--- src/rtl/line_clear_ctrl.sv ---
// rtl/line_clear_ctrl.sv - bottom-up row-clear sequencer for the playfield grid.
// Optional score accumulator enabled by defining LINE_CLEAR_SCORE_EN.
module line_clear_ctrl #(
  parameter int ROWS = 22,
  parameter int COLS = 10
) (
  input  logic                       clk,
  input  logic                       reset,
  input  logic                       start,
  input  logic [ROWS-1:0][COLS-1:0]  grid_i,
  output logic [ROWS-1:0][COLS-1:0]  grid_o,
  output logic                       busy,
  output logic                       done,
  output logic [4:0]                 lines_cleared,
  output logic [15:0]                score_o
);

  localparam int PW = $clog2(ROWS);

  typedef enum logic [1:0] {IDLE, SCAN, DONE} state_t;

  state_t                    state, state_nx;
  logic [ROWS-1:0][COLS-1:0] grid_q, grid_nx;
  logic [PW-1:0]             ptr_q, ptr_nx;
  logic [4:0]                lines_q, lines_nx;
  logic                      row_full;

  assign row_full      = &grid_q[ptr_q];
  assign grid_o        = grid_q;
  assign lines_cleared = lines_q;

  always_ff @(posedge clk) begin
    if (reset) state <= IDLE;
    else       state <= state_nx;
  end

  always_ff @(posedge clk) begin
    if (reset) begin
      grid_q  <= '0;
      ptr_q   <= PW'(ROWS-1);
      lines_q <= '0;
    end else begin
      grid_q  <= grid_nx;
      ptr_q   <= ptr_nx;
      lines_q <= lines_nx;
    end
  end

  always_comb begin
    state_nx = state;
    grid_nx  = grid_q;
    ptr_nx   = ptr_q;
    lines_nx = lines_q;
    busy     = 1'b0;
    done     = 1'b0;
    case (state)
      IDLE: begin
        if (start) begin
          grid_nx  = grid_i;
          ptr_nx   = PW'(ROWS-1);
          lines_nx = '0;
          state_nx = SCAN;
        end
      end
      SCAN: begin
        busy = 1'b1;
        if (row_full) begin
          // Drop everything above ptr by one row; ptr stays to recheck the row that fell in.
          grid_nx[0] = '0;
          for (int i = 1; i < ROWS; i++) begin
            if (PW'(i) <= ptr_q) grid_nx[i] = grid_q[i-1];
          end
          lines_nx = lines_q + 5'd1;
        end else if (ptr_q != '0) begin
          ptr_nx = ptr_q - PW'(1);
        end else begin
          state_nx = DONE;
        end
      end
      DONE: begin
        done     = 1'b1;
        state_nx = IDLE;
      end
      default: state_nx = IDLE;
    endcase
  end

`ifdef LINE_CLEAR_SCORE_EN
  logic [15:0] score_q, weight;
  logic [16:0] score_sum;

  always_comb begin
    weight = 16'd0;
    case (lines_q)
      5'd0:    weight = 16'd0;
      5'd1:    weight = 16'd40;
      5'd2:    weight = 16'd100;
      5'd3:    weight = 16'd300;
      default: weight = 16'd1200;
    endcase
  end

  assign score_sum = {1'b0, score_q} + {1'b0, weight};

  always_ff @(posedge clk) begin
    if (reset)              score_q <= '0;
    else if (state == DONE) score_q <= score_sum[16] ? 16'hFFFF : score_sum[15:0];
  end

  assign score_o = score_q;
`else
  assign score_o = '0;
`endif

endmodule

--- config.mk ---
export PLATFORM = sky130hd
export DESIGN_NAME = line_clear_ctrl
export DESIGN_NICKNAME = d
export VERILOG_FILES = /design/src/rtl/line_clear_ctrl.sv
export SDC_FILE = /design/constraint.sdc
export NUM_CORES = 1
export LEC_CHECK = 0
export BUFFER_PORTS_ARGS = -buffer_cell sky130_fd_sc_hd__buf_4
export CAP_MARGIN = 40
export CORE_AREA = 2 2 183 185
export CTS_CLUSTER_SIZE = 20
export DETAILED_ROUTE_END_ITERATION = 7
export DIE_AREA = 0 0 185 187
export GPL_TIMING_DRIVEN = 1
export PLACE_DENSITY = 0.69
export SETUP_SLACK_MARGIN = 0.1
export SYNTH_ARGS = -nofsm -noshare
export SYNTH_HDL_FRONTEND = slang
export SYNTH_SLANG_ARGS = --single-unit
--- constraint.sdc ---
create_clock -name clk -period 4.2 [get_ports clk]
set_clock_uncertainty 0.05 [all_clocks]
set_input_delay 0.63 -clock clk [delete_from_list [all_inputs] [get_ports clk]]
set_output_delay 0.63 -clock clk [all_outputs]
set_load 0.03 [all_outputs]
==> flow_summary.yaml <==
cts:
  cts-resized-gates: 0
  clockRootBuffer: "clkbuf_16"
  cts_buffers: 26
  cts_tree: "built"
  cts_buffer_depth: 3
  cts_hold_buf: 0
  clk_pin_slew_ns: 0.06
  clkLatencyLatePin_ns: 0.54
  post_cts_buffers: 0
  htree_levels: 1
  numClockSinks: 232
yosys:
  synth_area_um2: 13000
  ys_ff_latch: 232
  synth.distinct_cells: 62
  synth-async-reset-ratio_pct: 0
  synth_top_flop_cell: "dfxtp_1"
  ys_warn_count: 0
  syn_area_per_cell_um2: 7.96
  yosysSeqAreaShare_pct: 35.8
  synth_edf_count: 0
  synthCells: 1628
min_path:
  hold_end: "grid_o[3]"
  holdCritStartpoint: "grid_i[3]"
  hold_depth: 3
  hold_class: "input pin to register"
global_routing:
  antenna_found_initial: 1
  grt_max_degree: 122
  grtUsageTotal_pct: 32.8
  grt_pass1_wl_um: 86200
  grt_pass1_vias: 13698
  overflow: 0
routing:
  vias_per_cell: 5.74
  dr.pass1.iters: 5
  ant_nets: 0
  drtIter0Drc: 1238
  drc: 0
  vias: 14345
  wl_per_cell_um: 23.7
  routed_wl_um: 59200
cells_and_area:
  final_core_util_pct: 53.1
  final_cells: 2499
  n_antenna_cell: 0
  fillCellCount: 3207
  num-nets-final: 2261
  syn_to_final_growth_pct: 34.6
  multi_input_area_um2: 7490
  drive_gt1_share_pct: 28.9
  seq_area_um2: 4650
critical_path:
  cp_max_fo: 42
  r2r_setup_slack_ns: 0.38
  r2r_start: "ptr_q[0]"
  rr_worst_depth: 11
  crit_type: "register to register"
  crit_family: "compound AO/OA/AOI/OAI gates"
  cp-start-kind: "register"
  path_cells: "buf_4 > mux2i_1 > o22ai_1 > o21ai_0 > o311ai_0 > o21ai_1 > or4_4 > and2_2 > buf_4 > a21oi_2 > o22a_1"
  critical_path_buf_inv_count: 2
  critPathSlowestCell: "dfxtp_4"
  reg2reg_to: "grid_o[88]"
  cp_common_cell: "buf_4"
  critPathArrivalTime_ns: 4.26
  cp_data_required_time_ns: 4.63
  slowest_delay_ns: 0.79
  endpoint_kind: "register"
pwr:
  p_per_area_nw_per_um2: 425
  p_sw_mw: 2.71
  swShare_pct: 36.5
  clkPwrFrac_pct: 31.0
  leakage_nw: 8.46
  p_comb_share_pct: 30.2
  pwr-share-seq_pct: 38.8
  ir_drop_mv: 0.309
  finalPower_mw: 7.42
  p_int_mw: 4.71
sta:
  setup_tns_ns: 0
  max_slew_margin_pct: 34.8
  finalHoldViolCount: 0
  tightestPinTransition_ns: 0.978
  period_needed_ns: 3.82
  rsz0062_at_grt: "false"
  slew_violations: 0
  setup_viol: 0
  max_freq_mhz: 262
  finalCritPeriodShare_pct: 91.0
  worst_hold_slack_ns: 0.286
floorplanning:
  fp.coreArea_um2: 32900
  fp.dieW_um: 185
  ioPinCount: 466
  row_count: 67
  start_util_pct: 39.4
  die-area_um2: 34600
  dieHeight_um: 187
placed_design:
  gp_congestion: 0.977
  dp_hpwl_um: 45700
  port_buffers: 449
  placed_cells: 2452
run_status:
  status: "finished clean"
flow_run:
  cap_violations: 0
-- cell usage after synthesis, types with 8 or more instances --
cell type | number | area [um2]
a211oi_1 | 15 | 113
a21o_1 | 31 | 233
a21oi_1 | 73 | 365
a221oi_1 | 15 | 131
and3_1 | 13 | 81.3
buf_2 | 12 | 60.1
buf_4 | 23 | 173
buf_6 | 17 | 191
clkbuf_1 | 77 | 289
dfxtp_1 | 232 | 4640
inv_1 | 17 | 63.8
mux2_2 | 11 | 124
mux2i_1 | 76 | 761
mux4_2 | 12 | 270
nand2_1 | 164 | 616
nand2b_1 | 9 | 56.3
nand3_1 | 27 | 135
nor2_1 | 334 | 1250
nor2_8 | 8 | 160
nor2b_1 | 16 | 100
nor3_1 | 150 | 751
o21ai_0 | 18 | 90.1
o21ai_1 | 13 | 65.1
o22a_1 | 151 | 1320
o22ai_1 | 31 | 194
-- kinds of logic after synthesis --
family          count (synthesis)  synth area share (%)
simple gates                  746                  25.6
compound gates                379                  21.5
flops                         232                  35.8
buf+inv                       158                  6.90
mux                           105                  9.44
fa+ha+maj                       6                 0.579
other cells                     1                0.0289
xor+xnor                        1                0.0676
-- how the worst max path moves through the flow --
stage	slack [ns]	endpoint	from	cells after the start
6_report	0.38	grid_o[88]	ptr_q[0]	11
5_1_grt	0.20	grid_o[88]	ptr_q[2]	10
3_3_place_gp	0.55	grid_o[88]	ptr_q[0]	9
3_5_place_dp	0.49	grid_o[88]	ptr_q[0]	11
2_1_floorplan	1.24	grid_o[100]	ptr_q[0]	16
4_1_cts	0.45	grid_o[88]	ptr_q[0]	11
-- registers in the layout (all words and copies together), names as in the netlist --
signal	count
state	2
grid_o	220
lines_cleared	5
ptr_q	5
-- worst register-to-register path, stage by stage (launching register included) --
cell,delay (ns)
dfxtp_4,0.79
buf_4,0.37
mux2i_1,0.11
o22ai_1,0.26
o21ai_0,0.23
o311ai_0,0.15
o21ai_1,0.17
or4_4,0.54
and2_2,0.22
buf_4,0.24
a21oi_2,0.42
o22a_1,0.21
-- power by group through the flow --
stage               clock network [mW]  logic [mW]  registers (mW)
detailed placement                   0        2.23            2.91
CTS                               2.30        2.23            2.87
floorplan                            0       0.962            3.16
global route                      2.39        2.38            2.89
finish                            2.30        2.24            2.88
global placement                     0        2.20            2.92
-- final cells by class --
class	count	share of cell area (%)
clock buffer	37	4.43
timing repair buffer	501	21.9
tap	448	3.21
clock inverter	10	0.481
inverter	18	0.416
sequential	232	26.7
multi-input combinational	1253	42.9
-- cell usage in the layout (no fill, tap or decap), types with 15 or more instances in the layout --
cell,instances
o22ai_1,31
nor2_1,334
dfxtp_1,230
a211oi_1,15
mux2i_1,76
o21ai_0,18
o22a_1,151
nand2_1,164
buf_4,496
a21o_1,31
nor2b_1,16
a21oi_1,72
inv_1,16
nand3_1,27
nor3_1,150
conb_1,16
clkbuf_16,27
a221oi_1,15
-- layer usage --
metal | vias up | part of all wire, % | global-route usage, %
met2 | 766 | 48 | 55.6
met3 | 146 | 7.8 | 5.55
met1 | 6861 | 39 | 40.5
li1 | 6570 | - | -
met5 | - | 0.022 | 0
met4 | 2 | 5.1 | 15.0
-- per-stage QoR --
stage | cell area [um2] | setup WS [ns]
floorplan | 13000 | 1.24
global placement | 16600 | 0.550
detailed placement | 16600 | 0.491
CTS | 17400 | 0.448
global route | 17400 | 0.202
finish | 17400 | 0.378
Power figures use the tool's default switching activity.
